`src/rtl/screen_design.sv`:
```
// ---------------------------------------------------------------------------
// screen_design: VGA 640x480@60 Hz timing generator with a built-in
// eight-bar 1-bit-RGB colour test pattern.
//
// Ports:
//   clk     in   system clock, all logic on its rising edge
//   rst     in   synchronous active-low reset (rst=0 at an edge clears counters)
//   h_sync  out  horizontal sync, active low
//   v_sync  out  vertical sync, active low
//   r_out   out  red pixel bit
//   g_out   out  green pixel bit
//   b_out   out  blue pixel bit
//   temp    out  pixel-enable strobe, one clk wide (debug / scope trigger)
//
// No FSM here: the block is a clock divider feeding two cascaded counters,
// with all outputs decoded combinationally from the registered counters.
// H_TOTAL and V_TOTAL must both fit the 10-bit counters (<= 1024).
// ---------------------------------------------------------------------------
module screen_design #(
    parameter int CLK_DIV   = 4,
    parameter int H_VISIBLE = 640,
    parameter int H_FP      = 16,
    parameter int H_SYNC    = 96,
    parameter int H_BP      = 48,
    parameter int V_VISIBLE = 480,
    parameter int V_FP      = 10,
    parameter int V_SYNC    = 2,
    parameter int V_BP      = 33
) (
    input  logic clk,
    input  logic rst,
    output logic h_sync,
    output logic v_sync,
    output logic r_out,
    output logic g_out,
    output logic b_out,
    output logic temp
);

    localparam int H_TOTAL = H_VISIBLE + H_FP + H_SYNC + H_BP;
    localparam int V_TOTAL = V_VISIBLE + V_FP + V_SYNC + V_BP;
    localparam int DIV_W   = (CLK_DIV > 1) ? $clog2(CLK_DIV) : 1;
    localparam int BAR_W   = H_VISIBLE / 8;

    localparam logic [DIV_W-1:0] DIV_LAST = DIV_W'(CLK_DIV - 1);
    localparam logic [9:0] H_LAST     = 10'(H_TOTAL - 1);
    localparam logic [9:0] V_LAST     = 10'(V_TOTAL - 1);
    localparam logic [9:0] H_VIS      = 10'(H_VISIBLE);
    localparam logic [9:0] V_VIS      = 10'(V_VISIBLE);
    localparam logic [9:0] HS_START   = 10'(H_VISIBLE + H_FP);
    localparam logic [9:0] HS_END     = 10'(H_VISIBLE + H_FP + H_SYNC - 1);
    localparam logic [9:0] VS_START   = 10'(V_VISIBLE + V_FP);
    localparam logic [9:0] VS_END     = 10'(V_VISIBLE + V_FP + V_SYNC - 1);

    logic [DIV_W-1:0] div_cnt_q, div_cnt_d;
    logic [9:0]       h_cnt_q, h_cnt_d;
    logic [9:0]       v_cnt_q, v_cnt_d;

    logic       tick;
    logic       video_on;
    logic [2:0] bar_idx;

    // ---------------- state registers ----------------
    always_ff @(posedge clk) begin
        if (!rst) begin
            div_cnt_q <= '0;
            h_cnt_q   <= '0;
            v_cnt_q   <= '0;
        end else begin
            div_cnt_q <= div_cnt_d;
            h_cnt_q   <= h_cnt_d;
            v_cnt_q   <= v_cnt_d;
        end
    end

    // ---------------- next-state logic ----------------
    assign tick = (div_cnt_q == DIV_LAST);

    always_comb begin
        div_cnt_d = div_cnt_q + 1'b1;
        h_cnt_d   = h_cnt_q;
        v_cnt_d   = v_cnt_q;
        if (tick) begin
            div_cnt_d = '0;
            if (h_cnt_q == H_LAST) begin
                // Line wrap is the only event that advances the line counter,
                // so a frame wrap takes both counters to 0 on the same edge.
                h_cnt_d = '0;
                if (v_cnt_q == V_LAST) begin
                    v_cnt_d = '0;
                end else begin
                    v_cnt_d = v_cnt_q + 1'b1;
                end
            end else begin
                h_cnt_d = h_cnt_q + 1'b1;
            end
        end
    end

    // ---------------- pattern decode ----------------
    assign video_on = (h_cnt_q < H_VIS) && (v_cnt_q < V_VIS);

    // Bar index by comparator chain: the thresholds are increasing, so the
    // last threshold that h_cnt has reached names the bar.
    always_comb begin
        bar_idx = 3'd0;
        for (int i = 1; i < 8; i++) begin
            if (h_cnt_q >= 10'(i * BAR_W)) begin
                bar_idx = 3'(i);
            end
        end
    end

    // Outputs fall back to their idle values while rst is low, without
    // waiting for the counters to clear at the next edge.
    always_comb begin
        h_sync = 1'b1;
        v_sync = 1'b1;
        r_out  = 1'b0;
        g_out  = 1'b0;
        b_out  = 1'b0;
        temp   = 1'b0;
        if (rst) begin
            h_sync = !((h_cnt_q >= HS_START) && (h_cnt_q <= HS_END));
            v_sync = !((v_cnt_q >= VS_START) && (v_cnt_q <= VS_END));
            temp   = tick;
            if (video_on) begin
                // Colour is 7-k, which for a 3-bit k is its bitwise inverse.
                {r_out, g_out, b_out} = ~bar_idx;
            end
        end
    end

endmodule

```
`config.mk`:
```
export PLATFORM = sky130hd
export DESIGN_NAME = screen_design
export DESIGN_NICKNAME = d
export VERILOG_FILES = /design/src/rtl/screen_design.sv
export SDC_FILE = /design/constraint.sdc
export NUM_CORES = 1
export LEC_CHECK = 0
export BUFFER_PORTS_ARGS = -buffer_cell sky130_fd_sc_hd__buf_2
export CAP_MARGIN = 5
export CORE_MARGIN = 2
export CORE_UTILIZATION = 59
export CTS_CLUSTER_SIZE = 16
export DETAILED_ROUTE_END_ITERATION = 10
export HOLD_SLACK_MARGIN = 0.15
export PLACE_DENSITY = 0.83
export SYNTH_ARGS = -nofsm -noshare
export SYNTH_HDL_FRONTEND = slang
export SYNTH_SLANG_ARGS = --single-unit
```
`constraint.sdc`:
```
create_clock -name clk -period 1.8 [get_ports clk]
set_clock_uncertainty 0.05 [all_clocks]
set_input_delay 0.18 -clock clk [delete_from_list [all_inputs] [get_ports clk]]
set_output_delay 0.18 -clock clk [all_outputs]
set_load 0.05 [all_outputs]
```
; After elaboration in Yosys (flattened, before gate mapping)
; Cells that the tools add are included.
; W data, S select, Z words.
[classes]
order_cmp = 13
n_mul = 0
shift = 0
addsub = 3
eq_ne = 3
reduce_logical = 7
n_mux = 18
n_div = 0
n_bitwise = 2
[op_table]
columns = cell, count
row1 = $ge A10 B9 Y1 const B, 4
row2 = $add A10 B1 Y10 const B, 2
row3 = $eq A10 B10 Y1 const B, 2
row4 = $ge A10 B10 Y1 const B, 2
row5 = $ge A10 B8 Y1 const B, 2
row6 = $mux W10, 2
row7 = $mux W3, 6
row8 = $ge A10 B7 Y1 const B, 1
row9 = $le A10 B10 Y1 const B, 1
row10 = $le A10 B9 Y1 const B, 1
row11 = $lt A10 B10 Y1 const B, 1
row12 = $lt A10 B9 Y1 const B, 1
row13 = $mux W1, 10
row14 = $logic_and A1 B1 Y1, 3
row15 = $not A3 Y3, 1
row16 = $add A2 B1 Y2 const B, 1
row17 = $eq A2 B2 Y1 const B, 1
row18 = $logic_not A1 Y1, 2
row19 = $reduce_and A2 Y1, 1
row20 = $reduce_or A2 Y1, 1
row21 = $not A1 Y1, 1
[word_totals]
romBits = 0
word_cells = 49
regBits = 22
out_inout_bits = 6
mem_count = 0
ram_bits = 0
latchBits = 0

; Depth between registers and ports, before layout
; Gate-level depths: netlist (run 1).
[depth]
depth_word = 11
depth_mapped = 6

; Least setup slack after synthesis (run 1)
; OpenSTA, ideal clock, no wires.
[synth_timing]
kind = register to output
startpoint = register h_cnt_q[6]
endpoint = output g_out
arrival_time_ns = 3.148
path_stages_with_launch = 5
setup_slack_ns = -1.578
cell_sequence = dfxtp_1 -> buf_2 -> nor2_1 -> o21ai_0 -> a2111oi_0
[synth_between]
elab_chain_cells = 10
elab_cells_between_ends = 17
[synth_rtl]
columns = item, line_no
row1 = "start, declared", 56  ; logic [9:0] h_cnt_q, h_cnt_d;
row2 = "start signal, assigned", 71  ; h_cnt_q <= h_cnt_d;
row3 = $ge A10 B8 Y1, 108  ; if (h_cnt_q >= 10'(i * BAR_W)) begin
row4 = $mux W3 (6 in a row), 108
row5 = $not A3 Y3, 129  ; {r_out, g_out, b_out} = ~bar_idx;
row6 = $mux W1 *, 127  ; if (video_on) begin
row7 = $mux W1 *, 123  ; if (rst) begin
row8 = "end, declared", 35  ; output logic g_out,
; Every way passes the cells marked *; elsewhere a longest branch is shown, timed or not.

; Worst setup path after layout (run 1)
[layout_timing]
startpoint = register h_cnt_q[6]
endpoint = output b_out
[layout_between]
elab_chain_cells = 11
elab_cells_between_ends = 19
[layout_rtl]
columns = item, line_no
row1 = $ge A10 B7 Y1, 108
row2 = $mux W1, 108
row3 = $mux W3 (6 in a row), 108
row4 = $not A3 Y3, 129
row5 = $mux W1 *, 127
row6 = $mux W1 *, 123
row7 = "end, declared", 36  ; output logic b_out,
; Marks and branches as above.

==> flow_metrics.py, run 1 <==
metrics = {
    "run_status": {
        "outcome": "finished, violations left",
        "violations": "negative setup slack",
    },
    "cts": {
        "insertion_delay_ns": 0.30,
        "cts_tree": "yes",
        "clockBufferDepth": 2,
        "cts_root_buf": "clkbuf_4",
        "cts_sinks": 22,
        "numCtsBuffers": 3,
        "clkTransAtPathRegs_ns": 0.12,
        "cts_max_level": 1,
    },
    "setup_path": {
        "critPathMostFrequentCell": "buf_6",
        "max_stage_delay_ns": 0.39,
        "crit-reg2reg-launch": "h_cnt_q[6]",
        "end_kind": "primary output",
        "arrival_ns": 1.64,
        "cp_slowest_cell": "dfxtp_4",
        "cp.required_ns": 1.57,
        "reg2regPathDepth": 5,
        "cp_cell_sequence": "buf_6 > nor4b_4 > a211oi_2 > a221oi_2 > buf_6",
        "r2r-end": "v_cnt_q[9]",
        "worstSetupPathType": "flop to primary output",
        "cp_max_fo": 6,
        "r2r_slack_ns": 0.04,
        "cp-start-kind": "flop",
    },
    "timing": {
        "tightest_slew_ns": 0.452,
        "fin_crit_ns": 1.87,
        "slew_headroom_pct": 69.5,
        "hold_viol": 0,
        "period_share_pct": 104,
        "slew_viol_final": 0,
        "tns_ns": -0.0746,
        "fin_ws_ns": -0.0746,
        "fmax_ghz": 0.533,
        "finalSetupViolCount": 1,
        "rsz0062_at_grt": "yes",
    },
    "logic_synthesis": {
        "synth_seq_area_share_pct": 32.8,
        "synth_commonest_cells": "dfxtp_1 (22), nand2_1 (13), nor2_1 (13)",
        "syn-num-nets": 165,
        "avgSynthCellArea_um2": 8.50,
        "yosysMostFrequentCell": "dfxtp_1",
        "yosys.area.top_type": "dfxtp_1",
        "synth_area_mm2": 0.00134,
        "synthCells": 158,
        "async_reset_ff_share_pct": 0,
        "synth.distinct_cells": 51,
        "synth_ff_type": "dfxtp_1",
        "synth.area.top_cells": "dfxtp_1 (33%), xnor2_1 (5.2%), ha_1 (4.7%), nand2_1 (3.6%), nor2_1 (3.6%)",
        "synth_edf_count": 0,
        "yosysTopAreaCellShare_pct": 32.8,
        "yosysWarnings": 0,
        "ys_ff_latch": 22,
    },
    "route": {
        "drc": 0,
        "drt_pass1_iterations": 4,
        "vias_per_cell": 6.34,
        "wl_met2_um": 1950,
        "top_layer": "met4",
        "wire_per_inst_um": 17.8,
        "drtAntennaViolNets": 0,
        "vias": 1376,
        "wl_met1_um": 1580,
        "totalWireLength_um": 3860,
        "wl_met3_um": 264,
        "drtIter0Drc": 59,
    },
    "min_path": {
        "min_path_cells": 3,
        "worstHoldEndpoint": "h_cnt_q[4]",
        "min_path_type": "primary input to flop",
        "min_from": "rst",
    },
    "power_and_ir_drop": {
        "power.total_mw": 0.786,
        "clock_power_share_pct": 28.5,
        "pwr-share-seq_pct": 61.7,
        "vdd_drop_max_mv": 0.499,
        "p_comb_share_pct": 9.8,
        "p_switching_mw": 0.195,
        "leakagePower_nw": 0.673,
        "p_int_mw": 0.591,
        "power.share.switching_pct": 24.8,
        "power_density_mw_per_mm2": 432,
    },
    "die": {
        "ios": 8,
        "fp.dieW_um": 51.7,
        "die_area_mm2": 0.00268,
        "fp.dieH_um": 51.7,
        "core_mm2": 0.00219,
        "num_rows": 17,
        "start_util_pct": 61.3,
    },
    "final_layout": {
        "drive_gt1_share_pct": 41.8,
        "n_antenna_cell": 0,
        "final-instance-count-excl-fill": 217,
        "area_delta_synth_final_pct": 35.4,
        "finish.utilization_pct": 83.0,
        "nets": 198,
    },
    "grt": {
        "antenna_found_initial": 0,
        "gr-total-overflow": 0,
        "grt_pass1_vias": 1162,
        "gr-usage-all-layers_pct": 25.8,
        "grt_max_degree": 14,
        "grt_pass1_wl_um": 5230,
    },
    "placed_design": {
        "place_congestion": 0.853,
        "dp.cells": 199,
        "dp.final_hpwl_um": 2160,
        "io_buffers": 7,
    },
    "job": {
        "max_cap_violations": 0,
    },
}
[per-layer routing]
layer  vias to the layer above  track usage [%]
li1                        626                -
met1                       667             32.5
met2                        73             45.1
met3                        10             4.89
met4                         0             6.58
met5                         -                0
[cell usage in the layout, fill, tap and decap left out, types with 3 or more instances in the layout]
| cell type | instances |
|---|---|
| nand2_1 | 12 |
| nor3_1 | 3 |
| inv_1 | 7 |
| nor2_1 | 12 |
| clkbuf_4 | 3 |
| ha_1 | 3 |
| dfxtp_1 | 7 |
| xor2_1 | 3 |
| nand3_1 | 7 |
| buf_2 | 4 |
| o21ai_1 | 3 |
| a21oi_1 | 5 |
| xnor2_1 | 8 |
| nand4_1 | 6 |
| and2_1 | 4 |
| dfxtp_4 | 9 |
| mux2i_1 | 3 |
| nor2b_1 | 3 |
| dfxtp_2 | 6 |
| buf_6 | 10 |
| buf_4 | 22 |
[registers in the layout (all words and copies together) (netlist names)]
register and cells:
v_cnt_q 10, h_cnt_q 10, div_cnt_q 2
[cells by family (layout without fill, tap and decap cells)]
family / Yosys count / in the layout / synth area share [%]
flip-flops: 22 / 22 / 32.8
AO/OA/AOI/OAI: 27 / 27 / 13.1
adder cells (fa/ha/maj): 5 / 5 / 4.66
XOR/XNOR: 11 / 11 / 7.17
AND/OR/NAND/NOR: 75 / 75 / 33.6
multiplexers: 3 / 3 / 2.23
buffers and inverters: 15 / 46 / 6.42
[metrics by stage]
step / hold slack, ns / instance area [µm²] / setup WS (ns)
floorplan: 0.286 / 1370 / -0.128
global placement: 0.362 / 1490 / 0.101
detailed placement: 0.381 / 1490 / 0.0235
CTS: 0.241 / 1640 / -0.0465
global route: 0.261 / 1820 / -0.112
finish: 0.248 / 1820 / -0.0746
[critical path: cells and delay by family, from the launching register on]
kind,cells,cell delay [ns]
DFF,1,0.39
buffers and inverters,2,0.34
AOI/OAI and AO/OA,2,0.34
and+or+nand+nor,1,0.27
[repair_timing]
item,CTS,global route
gates resized for setup,31,31
setup buffers,6,9
pin swaps,9,20
endpoints found under the setup margin,5,13
hold buffers,0,0
[layout make-up]
| class | count | area [µm²] |
|---|---|---|
| clock buffers | 3 | 22.5 |
| fillers | 118 | 372 |
| inverters | 7 | 26.3 |
| multi-input cells | 121 | 956 |
| flip-flops and latches | 22 | 482 |
| well taps | 28 | 35.0 |
| repair buffers | 36 | 298 |
[power by group through the flow]
stage               Combinational, mW  Clock [mW]  Sequential, mW
floorplan                      0.0479           0           0.509
global placement               0.0660           0           0.508
detailed placement             0.0686           0           0.509
CTS                            0.0746       0.226           0.489
global route                   0.0824       0.242           0.486
finish                         0.0766       0.224           0.485
[worst max-delay path by stage]
stage | startpoint | end | cells past startpoint
finish | h_cnt_q[6] | b_out | 5
global route | h_cnt_q[6] | b_out | 5
CTS | h_cnt_q[5] | b_out | 5
detailed placement | div_cnt_q[0] | v_cnt_q[9] | 6
global placement | div_cnt_q[0] | v_cnt_q[9] | 6
floorplan | h_cnt_q[7] | b_out | 5
No activity file was read; power rests on OpenSTA's default activity.
==> run 2, diff against run 1 <==
Settings changed: CORE_UTILIZATION 59 to 64, PLACE_DENSITY 0.83 to 0.88.
Clock period 1.8 ns to 2.3 ns, I/O delays scaled along.
==> run 2 against run 1 <==
  * The run now ends clean
  * Largest cell class unchanged
  * Combinational power down 41%
  * Routed wire length down 33%
  * Count of clock-buffer cells in the layout unchanged
  * Setup slack better by 0.23 ns
==> flow_metrics.py, run 2 (synthesis gave the netlist of run 1 again) <==
metrics = {
    "cts": {
        "cts_sinks": 22,
        "clkTransAtPathRegs_ns": 0.12,
        "cts_root_buf": "clkbuf_4",
        "cts_setup_buffers": 0,
        "insertion_delay_ns": 0.31,
        "cts_tree": "yes",
        "clockBufferDepth": 2,
        "cts_max_level": 1,
        "numCtsBuffers": 3,
    },
    "power_and_ir_drop": {
        "power.share.switching_pct": 24.3,
        "p_switching_mw": 0.149,
        "p_comb_share_pct": 7.3,
        "p_int_mw": 0.464,
        "leakagePower_nw": 0.458,
        "power_density_mw_per_mm2": 438,
        "vdd_drop_max_mv": 0.417,
        "pwr-share-seq_pct": 63.8,
        "clock_power_share_pct": 28.9,
    },
    "timing": {
        "slew_headroom_pct": 67.2,
        "fin_ws_ns": 0.152,
        "slew_viol_final": 0,
        "hold_viol": 0,
        "rsz0062_at_grt": "no",
        "hold_slack_ns": 0.213,
        "period_share_pct": 93.4,
        "fin_crit_ns": 2.15,
        "tightest_slew_ns": 0.491,
        "tns_ns": 0,
        "finalSetupViolCount": 0,
        "fmax_ghz": 0.466,
    },
    "die": {
        "die_area_mm2": 0.00248,
        "start_util_pct": 68.5,
        "fp.dieW_um": 49.8,
        "core_mm2": 0.00196,
        "fp.dieH_um": 49.8,
        "ios": 8,
        "num_rows": 16,
    },
    "setup_path": {
        "r2r_slack_ns": 0.38,
        "reg2regPathDepth": 4,
        "cp_max_fo": 10,
        "arrival_ns": 1.87,
        "worstSetupPathType": "flop to primary output",
        "crit-reg2reg-launch": "h_cnt_q[8]",
        "cp.required_ns": 2.02,
        "crit_path_start": "h_cnt_q[5]",
        "r2r-end": "v_cnt_q[7]",
        "end_kind": "primary output",
        "cp-start-kind": "flop",
    },
    "final_layout": {
        "stdcell_area_mm2": 0.00140,
        "final_common_cell": "dfxtp_1",
        "nets": 170,
        "multi_input_area_um2": 830,
        "final_cell_mix": "dfxtp_1 (21), nand2_1 (13), nor2_1 (13)",
        "fillers": 156,
        "n_antenna_cell": 0,
        "final-instance-count-excl-fill": 188,
        "seq_area_um2": 442,
        "drive_gt1_share_pct": 14.3,
        "area_delta_synth_final_pct": 4.10,
        "largest_registers": "h_cnt_q x10, v_cnt_q x10, div_cnt_q x2",
    },
    "placed_design": {
        "dp.cells": 185,
        "dpl_cell_area_mm2": 0.00137,
        "dp.final_hpwl_um": 1900,
        "place_worst_setup_slack_ns": 0.408,
        "place_congestion": 0.862,
        "io_buffers": 7,
    },
    "route": {
        "drc": 0,
        "vias": 1146,
        "wire_per_inst_um": 13.8,
        "drtAntennaViolNets": 0,
        "drt_pass1_iterations": 4,
        "vias_per_cell": 6.10,
        "totalWireLength_um": 2600,
        "drtIter0Drc": 31,
    },
    "run_status": {
        "outcome": "complete, no violations",
    },
    "min_path": {
        "min_from": "rst",
        "min_path_type": "primary input to flop",
        "min_path_cells": 2,
        "worstHoldEndpoint": "v_cnt_q[1]",
    },
    "grt": {
        "grt_pass1_vias": 1037,
        "grt_max_degree": 15,
        "grt_pass1_wl_um": 4510,
        "gr-usage-all-layers_pct": 22.8,
        "antenna_found_initial": 0,
        "gr-total-overflow": 0,
    },
    "job": {
        "max_cap_violations": 0,
    },
}
## run 2: critical path, cell delays in order (launching register included)
cell	delay, ns
dfxtp_1	0.43
nand2b_2	0.24
nor4b_1	0.26
a211oi_1	0.11
a221oi_2	0.25
clkbuf_4	0.27
## run 2: layout make-up
class	instances	share of cell area (%)
multi-input cells	121	59.3
flip-flops and latches	22	31.6
repair buffers	8	3.22
well taps	27	2.42
inverters	7	1.88
clock buffers	3	1.61
## run 2: worst max-delay path by stage
| stage | to | slack (ns) | depth (start not counted) |
|---|---|---|---|
| finish | b_out | 0.15 | 5 |
| detailed placement | v_cnt_q[7] | 0.41 | 5 |
| CTS | b_out | 0.1 | 5 |
| global route | b_out | 0.02 | 5 |
| floorplan | g_out | 0.19 | 4 |
| global placement | v_cnt_q[7] | 0.47 | 5 |
## run 2: power groups by stage
stage | combinational, mW | sequential (mW) | clock, mW
floorplan | 0.0360 | 0.398 | 0
global placement | 0.0432 | 0.399 | 0
detailed placement | 0.0448 | 0.399 | 0
CTS | 0.0449 | 0.391 | 0.180
global route | 0.0492 | 0.391 | 0.189
finish | 0.0449 | 0.391 | 0.177
## run 2: per-layer routing
metal	wire, µm	track usage [%]
met5	0	0
met1	1290	30.6
met4	30	7.87
met3	62	3.03
met2	1220	37.6
## run 2: per-stage QoR
stage	total power [mW]	utilization [%]
2_1_floorplan	0.434	-
3_3_place_gp	0.442	70.0
3_5_place_dp	0.444	70.0
4_1_cts	0.616	71.1
5_1_grt	0.629	71.3
6_report	0.613	71.3
## run 2: timing repair
| action | in CTS | in global routing |
|---|---|---|
| endpoints found under the setup margin | 0 | 1 |
| gates resized for setup | 0 | 2 |
| hold buffers | 0 | 0 |
